--- src/rtl/async_fifo_pkg.sv ---
// rtl/async_fifo_pkg.sv - shared sizing helpers and types for the async FIFO read side
package async_fifo_pkg;

  localparam int MAX_RD_LATENCY = 2;

  // One bit per outstanding memory read; bits above RD_LATENCY stay zero.
  typedef logic [MAX_RD_LATENCY-1:0] rd_tag_t;

  function automatic int buf_depth(input int rd_latency);
    return rd_latency + 2;
  endfunction

  function automatic int lvl_w(input int depth);
    return $clog2(depth + 1);
  endfunction

endpackage

--- src/rtl/fifo_rd_obuf.sv ---
// rtl/fifo_rd_obuf.sv - small circular output buffer with head data and fill level
module fifo_rd_obuf
  import async_fifo_pkg::*;
#(
  parameter int DATA_WIDTH = 8,
  parameter int DEPTH      = 3
) (
  input  logic                      clk,
  input  logic                      rst,
  input  logic                      wr_en,
  input  logic [DATA_WIDTH-1:0]     wr_data,
  input  logic                      rd_en,
  output logic [DATA_WIDTH-1:0]     head_data,
  output logic [lvl_w(DEPTH)-1:0]   level
);

  localparam int PW = (DEPTH > 1) ? $clog2(DEPTH) : 1;

  logic [DATA_WIDTH-1:0] mem [DEPTH];
  logic [PW-1:0]         head;
  logic [PW-1:0]         tail;

  // Explicit wrap compare: DEPTH is usually not a power of two.
  function automatic logic [PW-1:0] ptr_inc(input logic [PW-1:0] p);
    return (p == PW'(DEPTH - 1)) ? '0 : p + 1'b1;
  endfunction

  always_ff @(posedge clk) begin
    if (rst) begin
      head  <= '0;
      tail  <= '0;
      level <= '0;
      for (int i = 0; i < DEPTH; i++) mem[i] <= '0;
    end else begin
      if (wr_en) begin
        mem[tail] <= wr_data;
        tail      <= ptr_inc(tail);
      end
      if (rd_en) head <= ptr_inc(head);
      if (wr_en && !rd_en)      level <= level + 1'b1;
      else if (!wr_en && rd_en) level <= level - 1'b1;
    end
  end

  assign head_data = mem[head];

  always_ff @(posedge clk) begin
    if (!rst) assert (!(wr_en && !rd_en && level == $bits(level)'(DEPTH)));
  end

endmodule

--- src/rtl/fifo_rd_fwft.sv ---
// rtl/fifo_rd_fwft.sv - FWFT read stage for the async FIFO; FIFO_RD_STALL_CNT_EN adds stall_cnt
module fifo_rd_fwft
  import async_fifo_pkg::*;
#(
  parameter int DATA_WIDTH = 8,
  parameter int RD_LATENCY = 1,
  parameter int SOFT_RESET = 0
) (
  input  logic                                     rclk,
  input  logic                                     hw_rst,
  input  logic                                     soft_rst,
  input  logic                                     rdempty,
  output logic                                     rinc,
  input  logic [DATA_WIDTH-1:0]                    rdata,
  output logic                                     m_valid,
  input  logic                                     m_ready,
  output logic [DATA_WIDTH-1:0]                    m_data,
  output logic [lvl_w(buf_depth(RD_LATENCY))-1:0]  buf_level
`ifdef FIFO_RD_STALL_CNT_EN
  ,
  output logic [15:0]                              stall_cnt
`endif
);

  localparam int      BUF_DEPTH = buf_depth(RD_LATENCY);
  localparam int      LW        = lvl_w(BUF_DEPTH);
  localparam bit      SOFT_EN   = (SOFT_RESET == 1) || (SOFT_RESET == 3);
  localparam rd_tag_t TAG_MASK  = rd_tag_t'((1 << RD_LATENCY) - 1);

  logic          rst;
  rd_tag_t       tags;
  logic [LW-1:0] inflight;
  logic          wr_en;
  logic          pop;

  assign rst = hw_rst || (SOFT_EN && soft_rst);

  always_comb begin
    inflight = '0;
    for (int i = 0; i < MAX_RD_LATENCY; i++) inflight = inflight + LW'(tags[i]);
  end

  // Credit counts words already buffered plus reads still in the memory pipe.
  assign rinc  = !rdempty && !rst && ((buf_level + inflight) < LW'(BUF_DEPTH));
  assign wr_en = tags[RD_LATENCY-1] && !rst;

  always_ff @(posedge rclk) begin
    if (rst) tags <= '0;
    else     tags <= ((tags << 1) | rd_tag_t'(rinc)) & TAG_MASK;
  end

  assign m_valid = (buf_level != '0);
  assign pop     = m_valid && m_ready;

  fifo_rd_obuf #(
    .DATA_WIDTH (DATA_WIDTH),
    .DEPTH      (BUF_DEPTH)
  ) u_obuf (
    .clk       (rclk),
    .rst       (rst),
    .wr_en     (wr_en),
    .wr_data   (rdata),
    .rd_en     (pop),
    .head_data (m_data),
    .level     (buf_level)
  );

`ifdef FIFO_RD_STALL_CNT_EN
  always_ff @(posedge rclk) begin
    if (rst) stall_cnt <= '0;
    else if (m_valid && !m_ready && stall_cnt != 16'hFFFF) stall_cnt <= stall_cnt + 16'd1;
  end
`endif

endmodule

--- config.mk ---
export PLATFORM = sky130hd
export DESIGN_NAME = fifo_rd_fwft
export DESIGN_NICKNAME = d
export VERILOG_FILES = /design/src/rtl/async_fifo_pkg.sv /design/src/rtl/fifo_rd_obuf.sv /design/src/rtl/fifo_rd_fwft.sv
export SDC_FILE = /design/constraint.sdc
export NUM_CORES = 1
export LEC_CHECK = 0
export BUFFER_PORTS_ARGS = -buffer_cell sky130_fd_sc_hd__buf_4
export CAP_MARGIN = 20
export CORE_ASPECT_RATIO = 0.8
export CORE_MARGIN = 2
export CORE_UTILIZATION = 55
export CTS_CLUSTER_SIZE = 24
export DETAILED_ROUTE_END_ITERATION = 6
export PLACE_DENSITY = 0.77
export SLEW_MARGIN = 20
export SYNTH_ARGS = -nofsm -noshare
export SYNTH_HDL_FRONTEND = slang
export SYNTH_SLANG_ARGS = --single-unit
--- constraint.sdc ---
create_clock -name rclk -period 2.23 [get_ports rclk]
set_clock_uncertainty 0.15 [all_clocks]
set_input_delay 0.446 -clock rclk [delete_from_list [all_inputs] [get_ports rclk]]
set_output_delay 0.446 -clock rclk [all_outputs]
set_load 0.01 [all_outputs]
==> results.py, run 1 <==
metrics = {
    "global_route": {
        "overflow": 0,
        "grt_pass1_wl_mm": 5.04,
        "grtUsageTotal_pct": 21.1,
        "antenna_found_initial": 0,
        "grt_pass1_vias": 1041,
        "grt_max_degree": 14,
    },
    "synthesis": {
        "synth_seq_cells": 41,
        "synthDistinctLibCells": 26,
        "syn_area_um2": 1710,
        "ys.flop_type": "edfxtp_1",
        "synth_top_cell_area_share_pct": 56.3,
        "syn-num-nets": 138,
        "yosysWarnings": 0,
        "postSynthAreaPerCell_um2": 13.9,
        "synth_edf_count": 32,
        "synthCells": 123,
        "synth-async-reset-ratio_pct": 0,
        "netlist_top_cells_area": "edfxtp_1 56%, dfxtp_1 11%, mux4_2 11%",
        "post-synth-top-area-cell": "edfxtp_1",
        "seq_area_frac_synth_pct": 66.8,
    },
    "floorplan": {
        "die_w_um": 66.3,
        "io_pins": 25,
        "fp-row-count": 18,
        "die_area_um2": 3570,
        "start_util_pct": 56.6,
        "die_y_um": 53.8,
        "core_area_um2": 3020,
    },
    "worst_setup_path": {
        "crit_path_max_fanout": 8,
        "cp.arrival_ps": 1520,
        "cp-end-kind": "primary output",
        "required_ps": 1630,
        "crit_type": "reg -> out",
        "crit_path_start_kind": "register",
    },
    "clock_tree": {
        "cts_sinks": 41,
        "clkLatencyLatePin_ps": 300,
        "clock-root-buffer": "clkbuf_8",
        "numCtsBuffers": 5,
        "ctsResizeCount": 0,
        "clkTransAtPathRegs_ps": 70,
        "clock_path_buffers": 2,
        "cts.hold.buffers_added": 0,
        "cts_setup_buffers": 0,
        "cts_tree": "built",
        "htreeDepth": 2,
    },
    "detailed_routing": {
        "firstDrtPassIters": 4,
        "viasPerCell": 5.53,
        "drt_iter0_drc": 65,
        "drc_errors": 0,
        "wl_per_cell_um": 17.6,
        "routed_wl_mm": 3.35,
        "ant_nets": 0,
        "num_vias": 1050,
    },
    "layout": {
        "diodes": 0,
        "seqCellArea_um2": 1140,
        "final_cell_mix": "32 x edfxtp_1, 28 x nor2_1, 27 x buf_4",
        "num-fill-cells": 231,
        "multi_input_area_um2": 529,
        "drive_gt1_share_pct": 30.7,
        "area_growth_pct": 17.9,
        "mostFrequentLayoutCell": "edfxtp_1",
        "layout.nets": 164,
    },
    "placed_design": {
        "dp_hpwl_mm": 2.18,
        "port-buffer-count": 23,
        "post-place-ws_ps": 332,
        "gp_congestion": 0.746,
    },
    "sta": {
        "slew_headroom_pct": 70.0,
        "period_needed_ps": 2120,
        "clock.fmax_mhz": 472,
        "tns_ps": 0,
        "setup_viol": 0,
        "setup_ws_ps": 112,
        "worst_pin_slew_ps": 451,
        "rsz0062_at_grt": "no",
        "finalHoldViolations": 0,
        "maxSlewViolCount": 0,
        "post-route-period-util_pct": 95.0,
    },
    "outcome": {
        "status": "completed",
    },
    "worst_hold_path": {
        "hp-class": "in -> reg",
    },
    "power": {
        "leakagePower_nw": 0.769,
        "finalPower_mw": 1.88,
        "irDropWorstVdd_mv": 0.421,
        "powerDensity_nw_per_um2": 933,
    },
    "job": {
        "drv_cap": 0,
    },
}
synth_stat cells (2+ instances only):
| master | n |
|---|---|
| mux2i_1 | 2 |
| mux4_2 | 8 |
| nand2_1 | 10 |
| edfxtp_1 | 32 |
| ha_1 | 2 |
| nor2_1 | 28 |
| clkbuf_1 | 3 |
| a21oi_1 | 2 |
| buf_1 | 2 |
| dfxtp_1 | 9 |
| a21o_1 | 2 |
| nand2b_1 | 2 |
| xor2_1 | 3 |
| a211oi_1 | 2 |
| nor2b_1 | 2 |
| buf_2 | 3 |
| or3_1 | 2 |
where the power goes:
group	switching, mW	internal, mW
combinational	0.216	0.241
clock	0.261	0.216
sequential	0.0564	0.889
per-stage QoR:
| stage | hold slack [ps] | instance area [um2] | cells | util (%) |
|---|---|---|---|---|
| 5_1_grt | 166 | 2010 | 190 | 66.7 |
| 3_3_place_gp | 318 | 1930 | 182 | 63.8 |
| 6_report | 158 | 2010 | 190 | 66.7 |
| 2_1_floorplan | 304 | 1710 | 123 | - |
| 4_1_cts | 152 | 2010 | 190 | 66.7 |
| 3_5_place_dp | 334 | 1930 | 182 | 63.8 |
final cells by class:
cell class | instances | share of cell area (%)
Timing Repair Buffer | 27 | 10.1
Clock buffer | 5 | 3.42
Clock inverter | 3 | 0.870
Multi-Input combinational cell | 73 | 26.3
Tap cell | 40 | 2.49
Sequential cell | 41 | 56.7
Inverter | 1 | 0.186
registers in the layout, summed over array words and instances, names as in the netlist, named ones only:
| signal | flops |
|---|---|
| u_obuf.mem | 32 |
| u_obuf.head | 2 |
| u_obuf.level | 2 |
| u_obuf.tail | 2 |
| tags | 1 |
critical path: stages (launching register included):
cell and delay (ps):
dfxtp_1 310, buf_4 200, mux4_2 540, buf_4 160
kinds of logic after synthesis:
logic type	synth area share (%)
simple gates	12.2
flops	66.8
compound gates	4.10
mux	11.7
buf+inv	2.20
xor+xnor	1.54
fa+ha+maj	1.46
routing by layer:
metal | global-route usage, % | vias up | wire length (um)
met4 | 10.9 | 0 | 71
met5 | 0 | - | 0
met2 | 38.5 | 38 | 1840
met1 | 23.4 | 512 | 1240
met3 | 5.02 | 8 | 197
li1 | - | 492 | -
path summary, 6_finish.rpt:
path / start / to / slack (ps) / cells after the start
worst max-delay path: register / m_data[6] / 110 / 3
worst max register to register: tags[0] / u_obuf.level[1] / 450 / 4
worst min-delay path: rdempty / tags[0] / 160 / 2
worst min register to register: u_obuf.head[1] / register / 340 / 2
Power figures use the tool's default switching activity.
==> inputs of run 2 (changes only) <==
Settings changed: REMOVE_ABC_BUFFERS from default to 1.
==> results.py, run 2 (synthesis results as in run 1) <==
metrics = {
    "outcome": {
        "status": "completed",
    },
    "sta": {
        "setup_viol": 0,
        "clock.fmax_mhz": 479,
        "slew_headroom_pct": 70.4,
        "setup_ws_ps": 144,
        "post-route-period-util_pct": 93.6,
        "tns_ps": 0,
        "worst_pin_slew_ps": 444,
        "finalHoldViolations": 0,
        "rsz0062_at_grt": "no",
        "maxSlewViolCount": 0,
        "period_needed_ps": 2090,
    },
    "power": {
        "irDropWorstVdd_mv": 0.617,
        "switchingPower_uw": 514,
        "p_int_mw": 1.46,
        "leakagePower_nw": 0.780,
        "clkPwrFrac_pct": 29.2,
        "p_comb_share_pct": 22.9,
        "p_sw_share_pct": 26.0,
        "p_seq_share_pct": 47.9,
        "powerDensity_nw_per_um2": 970,
    },
    "placed_design": {
        "dp_hpwl_mm": 2.23,
        "gp_congestion": 0.697,
        "post-place-ws_ps": 389,
        "port-buffer-count": 23,
    },
    "layout": {
        "final_cell_mix": "32 x edfxtp_1, 28 x nor2_1, 27 x buf_4",
        "layout.nets": 164,
        "largest_reg_flops": 32,
        "largest-register": "u_obuf.mem",
        "drive_gt1_share_pct": 30.7,
        "diodes": 0,
        "mostFrequentLayoutCell": "edfxtp_1",
        "area_growth_pct": 19.2,
    },
    "worst_setup_path": {
        "crit_path_top_delay_cell": "mux4_2",
        "max_stage_delay_ps": 530,
        "crit_chain": "buf_4 > mux4_2 > buf_4",
        "required_ps": 1630,
        "critPathBufInv": 2,
        "crit_type": "reg -> out",
        "crit_family": "multiplexers",
        "crit_path_start_kind": "register",
        "cp-end-kind": "primary output",
        "crit_path_max_fanout": 8,
        "cp_common_cell": "buf_4",
        "cp.arrival_ps": 1490,
    },
    "detailed_routing": {
        "routed_wl_mm": 3.24,
        "drc_errors": 0,
        "viasPerCell": 5.46,
        "drt_iter0_drc": 54,
        "firstDrtPassIters": 4,
        "wl_per_cell_um": 17.0,
        "ant_nets": 0,
        "num_vias": 1038,
    },
    "clock_tree": {
        "cts.hold.buffers_added": 0,
        "htreeDepth": 2,
        "cts_sinks": 41,
        "clock_path_buffers": 2,
        "cts_tree": "built",
        "clock-root-buffer": "clkbuf_8",
        "clkLatencyLatePin_ps": 290,
        "numCtsBuffers": 5,
        "clkTransAtPathRegs_ps": 70,
        "cts_setup_buffers": 0,
    },
    "floorplan": {
        "start_util_pct": 56.6,
        "die_w_um": 66.3,
        "die_y_um": 53.8,
        "die_area_um2": 3570,
        "core_area_um2": 3020,
        "io_pins": 25,
        "fp-row-count": 18,
    },
    "global_route": {
        "overflow": 0,
        "grt_pass1_wl_mm": 5.13,
        "antenna_found_initial": 0,
        "grt_max_degree": 14,
        "grtUsageTotal_pct": 21.3,
        "grt_pass1_vias": 1075,
    },
    "worst_hold_path": {
        "hp-class": "in -> reg",
    },
    "job": {
        "drv_cap": 0,
    },
}
run 2: cell types whose count changed in the layout (fill, tap and decap cells not counted):
cell,delta
clkbuf_1,+1
bufinv_16,+1
dfxtp_2,+1
clkinv_2,-1
clkinvlp_4,-1
dfxtp_1,-1
run 2: metrics by stage:
step	hold WS [ps]	util, %	std cells	power, mW	cell area [um2]
4_1_cts	163	67.4	190	1.99	2030
3_3_place_gp	318	63.8	182	1.40	1930
5_1_grt	167	67.5	190	2.06	2040
2_1_floorplan	297	-	115	1.22	1670
3_5_place_dp	329	63.8	182	1.42	1930
6_report	163	67.5	190	1.98	2040
run 2: path summary, 6_finish.rpt:
path	start	to	slack [ps]	depth (start not counted)
worst min register to register	u_obuf.head[0]	register	340	2
worst min-delay path	rdempty	tags[0]	160	2
worst max register to register	u_obuf.level[0]	u_obuf.level[1]	550	4
worst max-delay path	register	m_data[4]	140	3
run 2: layout make-up:
type	instances	area [um2]
inverters	1	3.75
fillers	230	982
clock inverters	2	35.0
repair buffers	27	203
clock buffers	6	72.6
well taps	40	50.0
flip-flops and latches	41	1140
multi-input cells	73	529
run 2: what timing repair did:
item                                   4_1_cts  5_1_grt
endpoints found under the hold margin        0        0
setup endpoints to repair                    0        1
gates resized for setup                      0        1
run 2: per-layer routing:
layer / track usage [%] / part of all wire [%] / wire length, um / up-vias
li1: - / - / - / 491
met1: 26.5 / 42 / 1350 / 520
met2: 34.8 / 54 / 1740 / 23
met3: 7.53 / 3.6 / 117 / 4
met4: 8.16 / 0.77 / 25 / 0
met5: 0 / 0 / 0 / -
run 2: power groups by stage:
stage	logic, mW	clock network [mW]	registers [mW]
CTS	0.459	0.581	0.946
global placement	0.443	0	0.956
global route	0.494	0.609	0.957
floorplan	0.242	0	0.977
detailed placement	0.457	0	0.963
finish	0.451	0.577	0.946
==> inputs of run 3 (changes only) <==
Settings changed: CTS_BUF_LIST from default to sky130_fd_sc_hd__clkbuf_2.
==> results.py, run 3 (synthesis results as in run 1) <==
metrics = {
    "layout": {
        "seqCellArea_um2": 1150,
        "num-fill-cells": 224,
        "diodes": 0,
        "mostFrequentLayoutCell": "edfxtp_1",
        "final_cell_mix": "32 x edfxtp_1, 28 x nor2_1, 20 x buf_4",
        "final_cell_area_um2": 2060,
        "layout.nets": 166,
        "largest-register": "u_obuf.mem",
        "largest_reg_flops": 32,
        "drive_gt1_share_pct": 34.2,
        "multi_input_area_um2": 534,
        "area_growth_pct": 20.8,
    },
    "global_route": {
        "grt_pass1_vias": 1066,
        "overflow": 0,
        "grtUsageTotal_pct": 21.4,
        "grt_pass1_wl_mm": 5.06,
        "antenna_found_initial": 0,
        "grt_max_degree": 14,
    },
    "worst_setup_path": {
        "r2r_cells": 4,
        "max_stage_delay_ps": 520,
        "timing.rr.start": "u_obuf.level[1]",
        "timing.rr.end": "u_obuf.level[1]",
        "critPathBufInv": 2,
        "crit_chain": "buf_12 > mux4_2 > buf_6",
        "cp.arrival_ps": 1560,
        "r2r_slack_ps": 490,
        "crit_path_start_kind": "register",
        "crit_type": "reg -> out",
        "crit_path_max_fanout": 8,
        "crit_family": "multiplexers",
        "crit_path_top_delay_cell": "mux4_2",
        "required_ps": 1630,
        "cp-end-kind": "primary output",
    },
    "detailed_routing": {
        "routed_wl_mm": 3.35,
        "ant_nets": 0,
        "viasPerCell": 5.47,
        "drc_errors": 0,
        "drt_iter0_drc": 76,
        "wl_per_cell_um": 17.4,
        "firstDrtPassIters": 4,
        "num_vias": 1051,
    },
    "power": {
        "p_seq_share_pct": 49.8,
        "switchingPower_uw": 529,
        "irDropWorstVdd_mv": 0.718,
        "p_int_mw": 1.39,
        "leakagePower_nw": 0.791,
        "p_comb_share_pct": 27.9,
        "clkPwrFrac_pct": 22.3,
        "powerDensity_nw_per_um2": 930,
        "finalPower_mw": 1.92,
        "p_sw_share_pct": 27.6,
    },
    "clock_tree": {
        "cts.hold.buffers_added": 0,
        "clock_path_buffers": 2,
        "cts_sinks": 41,
        "clkLatencyLatePin_ps": 390,
        "cts_tree": "built",
        "clock-root-buffer": "clkbuf_2",
        "htreeDepth": 2,
        "clkTransAtPathRegs_ps": 180,
        "numCtsBuffers": 5,
    },
    "placed_design": {
        "gp_congestion": 0.697,
        "place_area_um2": 1930,
        "dp_hpwl_mm": 2.23,
        "port-buffer-count": 23,
    },
    "worst_hold_path": {
        "holdPathEnd": "tags[0]",
        "hp-class": "in -> reg",
        "hp-start": "rdempty",
        "holdPathStages": 2,
    },
    "sta": {
        "rsz0062_at_grt": "yes",
        "post-route-period-util_pct": 96.5,
        "finalHoldViolations": 0,
        "setup_viol": 0,
        "worst_pin_slew_ps": 446,
        "maxSlewViolCount": 0,
        "period_needed_ps": 2150,
        "slew_headroom_pct": 70.2,
        "clock.fmax_mhz": 464,
    },
    "floorplan": {
        "die_y_um": 53.8,
        "start_util_pct": 56.6,
        "die_area_um2": 3570,
        "core_area_um2": 3020,
        "die_w_um": 66.3,
        "fp-row-count": 18,
        "io_pins": 25,
    },
    "job": {
        "drv_cap": 0,
    },
    "outcome": {
        "status": "completed",
    },
}
-- run 3: worst max path at each step --
stage,slack [ps],depth (start not counted),end,from
2_1_floorplan,340,4,u_obuf.level[1],tags[0]
3_3_place_gp,430,3,u_obuf.mem[3][1],hw_rst
3_5_place_dp,390,5,u_obuf.level[1],hw_rst
4_1_cts,10,3,m_data[4],register
5_1_grt,-10,3,m_data[4],register
6_report,80,3,m_data[4],register
-- run 3: what timing repair did --
item,4_1_cts,5_1_grt
pin swaps,0,1
buffers inserted,0,2
setup endpoints to repair,5,9
gates resized for setup,1,16
-- run 3: power groups by stage --
stage | Clock, mW | Sequential [mW] | Combinational (mW)
5_1_grt | 0.462 | 0.964 | 0.579
3_5_place_dp | 0 | 0.963 | 0.457
2_1_floorplan | 0 | 0.977 | 0.242
3_3_place_gp | 0 | 0.956 | 0.443
4_1_cts | 0.430 | 0.947 | 0.462
6_report | 0.428 | 0.955 | 0.536
-- run 3: final cells by class --
type | instances | area share (%)
clock buffer | 6 | 1.46
clock inverter | 2 | 1.70
inverter | 1 | 0.182
multi-input combinational | 73 | 25.9
sequential | 41 | 55.7
tap | 40 | 2.43
timing repair buffer | 29 | 12.6
-- run 3: through the flow --
| step | utilization [%] | cells | setup TNS (ps) | worst slack [ps] | hold WS (ps) |
|---|---|---|---|---|---|
| floorplan | - | 115 | 0 | 345 | 297 |
| global placement | 63.8 | 182 | 0 | 432 | 318 |
| detailed placement | 63.8 | 182 | 0 | 389 | 329 |
| CTS | 66.1 | 190 | 0 | 14.3 | 35.3 |
| global route | 68.4 | 192 | -35.8 | -12.6 | 12.0 |
| finish | 68.4 | 192 | 0 | 77.0 | 55.5 |
-- run 3: routing by layer --
layer	wire [um]	part of all wire, %	track usage, %	vias to the layer above
met5	0	0	0	-
met4	25	0.75	12.2	0
met3	193	5.8	5.65	2
met2	1810	54	35.5	29
met1	1310	39	26.0	522
li1	-	-	-	498
